### config.mk
export PLATFORM = sky130hd
export DESIGN_NAME = maple_frame_decoder
export DESIGN_NICKNAME = d
export VERILOG_FILES = /design/src/rtl/maple_frame_decoder.sv
export SDC_FILE = /design/constraint.sdc
export NUM_CORES = 1
export LEC_CHECK = 0
export BUFFER_PORTS_ARGS = -buffer_cell sky130_fd_sc_hd__buf_2
export CAP_MARGIN = 10
export CORE_MARGIN = 10
export CORE_UTILIZATION = 50
export DETAILED_ROUTE_END_ITERATION = 8
export GPL_TIMING_DRIVEN = 0
export PLACE_DENSITY = 0.75
export SYNTH_ARGS = -nofsm -noshare
export SYNTH_HDL_FRONTEND = slang
export SYNTH_SLANG_ARGS = --single-unit
### constraint.sdc
create_clock -name clk -period 2.7 [get_ports clk]
set_clock_uncertainty 0.05 [all_clocks]
set_input_delay 0 -clock clk [delete_from_list [all_inputs] [get_ports clk]]
set_output_delay 0 -clock clk [all_outputs]
set_load 0.05 [all_outputs]
### src/rtl/maple_frame_decoder.sv
// Receive-side Maple bus frame decoder: start/data/end framing, byte output, error reporting.
// Optional checksum check of the running byte XOR is enabled by defining MAPLE_DEC_CHECKSUM_EN.
module maple_frame_decoder #(
  parameter int SYNC_STAGES    = 2,
  parameter int TIMEOUT_CYCLES = 1000
) (
  input  logic       clk,
  input  logic       rst_n,
  input  logic       sdcka,
  input  logic       sdckb,
  output logic [7:0] rx_data,
  output logic       rx_valid,
  output logic       rx_start,
  output logic       rx_end,
  output logic       rx_err,
  output logic [1:0] rx_err_code,
  output logic       busy
);
  // state     | meaning
  // IDLE      | bus idle, waiting for A fall with B high
  // START     | counting B falls while A low
  // DATA      | even bit: A fall samples B, odd bit: B fall samples A
  // END       | counting A falls while B low
  // ERR       | one-cycle error report
  // WAIT_IDLE | waiting for both lines high
  localparam logic [2:0] S_IDLE      = 3'd0;
  localparam logic [2:0] S_START     = 3'd1;
  localparam logic [2:0] S_DATA      = 3'd2;
  localparam logic [2:0] S_END       = 3'd3;
  localparam logic [2:0] S_ERR       = 3'd4;
  localparam logic [2:0] S_WAIT_IDLE = 3'd5;

  localparam int TW = $clog2(TIMEOUT_CYCLES + 1);
  localparam logic [TW-1:0] TMO_RELOAD = TW'(TIMEOUT_CYCLES - 1);

  logic [SYNC_STAGES-1:0] a_sync_q, a_sync_d, b_sync_q, b_sync_d, settle_q, settle_d;
  logic                   a_hist_q, a_hist_d, b_hist_q, b_hist_d;
  logic                   arm_q, arm_d;
  logic [2:0]             state_q, state_d;
  logic [2:0]             cnt_q, cnt_d;
  logic [2:0]             bit_idx_q, bit_idx_d;
  logic [6:0]             shift_q, shift_d;
  logic [TW-1:0]          tmo_q, tmo_d;
  logic [7:0]             rx_data_q, rx_data_d;
  logic                   rx_valid_q, rx_valid_d;
  logic                   rx_start_q, rx_start_d;
  logic                   rx_end_q, rx_end_d;
  logic [1:0]             code_q, code_d;
`ifdef MAPLE_DEC_CHECKSUM_EN
  logic [7:0]             csum_q, csum_d;
`endif

  logic a_s, b_s, a_fall, a_rise, b_fall, b_rise, both_fall, any_edge, active;

  always_comb begin
    a_sync_d = {a_sync_q[SYNC_STAGES-2:0], sdcka};
    b_sync_d = {b_sync_q[SYNC_STAGES-2:0], sdckb};
    settle_d = {settle_q[SYNC_STAGES-2:0], 1'b1};
    a_s      = a_sync_q[SYNC_STAGES-1];
    b_s      = b_sync_q[SYNC_STAGES-1];
    a_hist_d = a_s;
    b_hist_d = b_s;
    a_fall   = a_hist_q & ~a_s;
    a_rise   = ~a_hist_q & a_s;
    b_fall   = b_hist_q & ~b_s;
    b_rise   = ~b_hist_q & b_s;
    both_fall = a_fall & b_fall;
    any_edge = a_fall | a_rise | b_fall | b_rise;
    active   = (state_q == S_START) || (state_q == S_DATA) || (state_q == S_END);
    // Start detection is blocked until the chain holds real pin samples and both lines were high.
    arm_d    = arm_q | ((&settle_q) & a_s & b_s);
  end

  always_comb begin
    logic       take;
    logic       nbit;
    logic [7:0] byte_w;
    state_d    = state_q;
    cnt_d      = cnt_q;
    bit_idx_d  = bit_idx_q;
    shift_d    = shift_q;
    rx_data_d  = rx_data_q;
    rx_valid_d = 1'b0;
    rx_start_d = 1'b0;
    rx_end_d   = 1'b0;
    code_d     = code_q;
    take       = 1'b0;
    nbit       = 1'b0;
`ifdef MAPLE_DEC_CHECKSUM_EN
    csum_d     = csum_q;
`endif
    tmo_d = (any_edge || !active || tmo_q == '0) ? TMO_RELOAD : tmo_q - TW'(1);

    case (state_q)
      S_IDLE: if (arm_q && a_fall && b_s) begin
        state_d = S_START;
        cnt_d   = 3'd0;
      end
      S_START: begin
        if (both_fall) begin
          state_d = S_ERR; code_d = 2'd0;
        end else if (a_rise) begin
          if (cnt_q == 3'd4) begin
            state_d    = S_DATA;
            rx_start_d = 1'b1;
            bit_idx_d  = 3'd0;
`ifdef MAPLE_DEC_CHECKSUM_EN
            csum_d     = 8'h00;
`endif
          end else begin
            state_d = S_ERR; code_d = 2'd0;
          end
        end else if (b_fall && !a_s && cnt_q != 3'd7) begin
          cnt_d = cnt_q + 3'd1;
        end
      end
      S_DATA: begin
        if (both_fall) begin
          state_d = S_ERR; code_d = 2'd0;
        end else if (!bit_idx_q[0]) begin
          if (a_fall) begin
            take = 1'b1; nbit = b_s;
          end else if (b_fall) begin
            // B falling with A high in an A-clock slot is the end pattern.
            if (!a_s) begin
              state_d = S_ERR; code_d = 2'd0;
            end else if (bit_idx_q != 3'd0) begin
              state_d = S_ERR; code_d = 2'd2;
            end else begin
              state_d = S_END; cnt_d = 3'd0;
            end
          end
        end else begin
          if (b_fall) begin
            take = 1'b1; nbit = a_s;
          end else if (a_fall) begin
            state_d = S_ERR; code_d = 2'd0;
          end
        end
      end
      S_END: begin
        if (both_fall) begin
          state_d = S_ERR; code_d = 2'd0;
        end else if (b_rise) begin
          if (cnt_q == 3'd2) begin
            rx_end_d = 1'b1;
            state_d  = S_IDLE;
`ifdef MAPLE_DEC_CHECKSUM_EN
            if (csum_q != 8'h00) begin
              state_d = S_ERR; code_d = 2'd3;
            end
`endif
          end else begin
            state_d = S_ERR; code_d = 2'd0;
          end
        end else if (a_fall && !b_s && cnt_q != 3'd7) begin
          cnt_d = cnt_q + 3'd1;
        end
      end
      S_ERR:       state_d = S_WAIT_IDLE;
      S_WAIT_IDLE: if (a_s && b_s) state_d = S_IDLE;
      default:     state_d = S_IDLE;
    endcase

    byte_w = {shift_q, nbit};
    if (take) begin
      shift_d   = byte_w[6:0];
      bit_idx_d = bit_idx_q + 3'd1;
      if (bit_idx_q == 3'd7) begin
        rx_data_d  = byte_w;
        rx_valid_d = 1'b1;
`ifdef MAPLE_DEC_CHECKSUM_EN
        csum_d     = csum_q ^ byte_w;
`endif
      end
    end

    if (active && !any_edge && tmo_q == '0) begin
      state_d = S_ERR; code_d = 2'd1;
    end
  end

  always_ff @(posedge clk or negedge rst_n) begin
    if (!rst_n) begin
      a_sync_q   <= '1;
      b_sync_q   <= '1;
      settle_q   <= '0;
      a_hist_q   <= 1'b1;
      b_hist_q   <= 1'b1;
      arm_q      <= 1'b0;
      state_q    <= S_IDLE;
      cnt_q      <= 3'd0;
      bit_idx_q  <= 3'd0;
      shift_q    <= 7'd0;
      tmo_q      <= TMO_RELOAD;
      rx_data_q  <= 8'h00;
      rx_valid_q <= 1'b0;
      rx_start_q <= 1'b0;
      rx_end_q   <= 1'b0;
      code_q     <= 2'd0;
`ifdef MAPLE_DEC_CHECKSUM_EN
      csum_q     <= 8'h00;
`endif
    end else begin
      a_sync_q   <= a_sync_d;
      b_sync_q   <= b_sync_d;
      settle_q   <= settle_d;
      a_hist_q   <= a_hist_d;
      b_hist_q   <= b_hist_d;
      arm_q      <= arm_d;
      state_q    <= state_d;
      cnt_q      <= cnt_d;
      bit_idx_q  <= bit_idx_d;
      shift_q    <= shift_d;
      tmo_q      <= tmo_d;
      rx_data_q  <= rx_data_d;
      rx_valid_q <= rx_valid_d;
      rx_start_q <= rx_start_d;
      rx_end_q   <= rx_end_d;
      code_q     <= code_d;
`ifdef MAPLE_DEC_CHECKSUM_EN
      csum_q     <= csum_d;
`endif
    end
  end

  assign rx_data     = rx_data_q;
  assign rx_valid    = rx_valid_q;
  assign rx_start    = rx_start_q;
  assign rx_end      = rx_end_q;
  assign rx_err      = (state_q == S_ERR);
  assign rx_err_code = code_q;
  assign busy        = (state_q != S_IDLE);
endmodule
==> reports/summary.txt <==
EDFF count, synth: 0
Die Wd: 90.2 um
Worst EP arrival: 2.43 ns
Stages on worst setup path: 8
Slew HR: 33.3%
Cell taking the most area after synthesis: dfrtp_1
Grt met3 use: 2.99%
Synth cell types: 59
Register area share after synthesis: 49.4%
Synth-to-layout area growth: 13.8%
Final Critical Period: 2.30 ns
CTS max path bufs: 2
Initial antenna violation count: 0
Crit path launch: a_sync_q[1]$_DFF_PN1_
Fin Setup TNS: 0 ns
Post-DRT Antenna Nets: 0
Total wire length: 4460 um
Synthesized Nets: 232
CTS clock-pin slew for the worst setup and hold paths: 0.09 ns
Worst Setup End Kind: register
Mapped Area: 0.00247 mm2
Cells after Synth: 217
Hold WS: 0.296 ns
Worst reg-to-reg setup slack: 0.40 ns
Critical Path Start Type: register
Vias in the first global route: 1,672
Initial Utilization: 51.9%
Commonest cells after routing, fill and taps aside: 34 x dfrtp_1, 27 x nand2_1, 21 x buf_2, 16 x mux2_2, 14 x dfstp_2
Met1 global-route usage: 13.7%
Post-DP Area: 0.00264 mm2
H-tree levels: 2
Worst-skew pair later-pin latency: 0.29 ns
Hold Vio Cnt, Final: 0
Setup-failing EPs final: 0
Worst vdd ir: 0.403 mV
Avg Inst Size Synth: 11.4 um2
CP Class: reg -> reg
Fin crit share: 85.1%
FF-to-FF End: cnt_q[2]$_DFFE_PN0P_
Wirelength per Cell: 14.3 um
Slew @ Worst Pin: 1.00 ns
Cell area after layout: 0.00281 mm2
Max Clock Freq: 0.435 GHz
Synth top area share: 34.5%
Top_reg_cell synth: dfrtp_1
Gpl congestion: 0.882
Routed via count: 1,635
Layout cells sized above 1: 32.5%
Die area: 0.00814 mm2
Initial DRC count: 121
Seq cells post-synth: 48
Hold Crit Class: in -> reg
Delay-heaviest family, CP: flip-flops
Busiest grt layer: met2
RSZ-0062 raised after global routing: no
Total CTS buffers: 5
Worst EP required: 2.83 ns
Pre-CTS WS: 0.451 ns
Leakage: 1.35 nW
Pwr dens: 683 mW/mm2
Worst r2r src: a_sync_q[1]$_DFF_PN1_
R2R depth: 8
Detailed Place HPWL: 3210 um
Final worst-path setup slack: 0.401 ns
Ys async rst share: 100%
Top post-synthesis cells by area: dfrtp_1 34%, dfstp_2 15%, mux2_2 7.3%
Critical path buffers and inverters: 2
Post-route DRC: 0
Crit path max fanout: 10
Row count: 25
Critical-path top delay cell: dfstp_2
Final Max Tran Viols: 0
CTS root buf: clkbuf_8
CP cell instances: inv_1 > ha_1 > buf_2 > nand3b_1 > o21ai_0 > a22oi_1 > o2111ai_2 > mux2_2
Commonest non-fill, non-tap cell in the layout: dfrtp_1
Ys Warns: 0
Outcome: completed
Nets: 260
Antenna cell count: 0
CTS tree: done
Max Cap Viol: 0
DR vias/cell: 5.22
Global route overflow: 0
All-Layer GR Usage: 11.5%
Pin count of the biggest net entering global routing: 49
Ports: 19
Die height: 90.2 um
Critical Path Sink: cnt_q[2]$_DFFE_PN0P_
Core Box Area: 0.00475 mm2
First-pass GRT wire length: 7920 um
Met2 usage: 19.4%
Drt pass-1 iters: 4
CP peak stage delay: 0.65 ns
Clk sink count: 48
Port-buffer cells: 18
## how the worst min path moves through the flow
stage	cells past startpoint	from	slack [ns]	end
after global placement	1	sdckb	0.06	b_sync_q[0]$_DFF_PN1_
final	2	sdcka	0.30	a_sync_q[0]$_DFF_PN1_
after floorplan	0	rst_n	-0.35	arm_q$_DFF_PN0_
after global routing	2	sdcka	0.28	a_sync_q[0]$_DFF_PN1_
after detailed placement	1	sdckb	0.06	b_sync_q[0]$_DFF_PN1_
after CTS	2	sdckb	0.27	b_sync_q[0]$_DFF_PN1_
## metal layers
layer	share of wire [%]	routed length, um
met1	46	2060
met2	49	2190
met3	3.4	150
met4	1.4	64
met5	0	0
## cells by family after synthesis
group	count (synthesis)	share of synthesized area, %
and+or+nand+nor	83	19.6
DFF	48	49.4
AOI/OAI and AO/OA	23	8.11
muxes	22	9.94
buffers and inverters	21	4.41
adders and majority gates	11	5.58
xor gates and xnor gates	8	2.84
other	1	0.152
## timing repair
| action | CTS | global route |
|---|---|---|
| hold buffers | 3 | 0 |
| hold endpoints to repair | 36 | 0 |
| gates resized for setup | 0 | 0 |
| setup buffers | 0 | 0 |
## registers in the layout, indices dropped and copies added, names as in the netlist
name and count:
a_hist_q 1, arm_q 1, cnt_q 3, b_sync_q 2, rx_valid 1, rx_start 1
state_q 3, rx_end 1, rx_data 8, a_sync_q 2, b_hist_q 1, settle_q 2
rx_err_code 2, tmo_q 10, bit_idx_q 3, shift_q 7
## per-stage QoR
step                cells  util, %  power (mW)
finish                313     59.1        1.92
CTS                   313     59.1        1.94
global route          313     59.1        2.03
global placement      302     55.6        1.31
detailed placement    302     55.6        1.31
floorplan             217        -        1.21
## report_power, final
group | total (mW) | internal, mW | switching [mW]
Clock | 0.612 | 0.373 | 0.239
Combinational | 0.508 | 0.208 | 0.300
Sequential | 0.797 | 0.763 | 0.0348
## synthesized netlist by cell type, drive strengths merged, types with 2 or more instances
master / n
ha: 11
buf: 7
nand2: 28
nor2b: 4
a21oi: 2
xnor2: 6
xor2: 2
inv: 13
dfrtp: 34
nand4: 2
mux2i: 5
nand3b: 3
and4b: 2
nand3: 10
a211oi: 3
mux2: 17
a31oi: 2
dfstp: 14
o21ai: 4
nor4: 2
o211ai: 2
nor3b: 2
nor3: 8
and2: 2
a2111oi: 2
nor2: 11
## final cells by class
cell class              instances  area [um2]
plain buffers                   8        60.1
clock buffers                   5        68.8
clock inverters                 3        68.8
fillers                       426        1950
inverters                      13        48.8
multi-input cells             148        1140
flip-flops and latches         48        1220
well taps                      67        83.8
repair buffers                 21         120
Note: power is estimated with default switching activity, not from simulation.
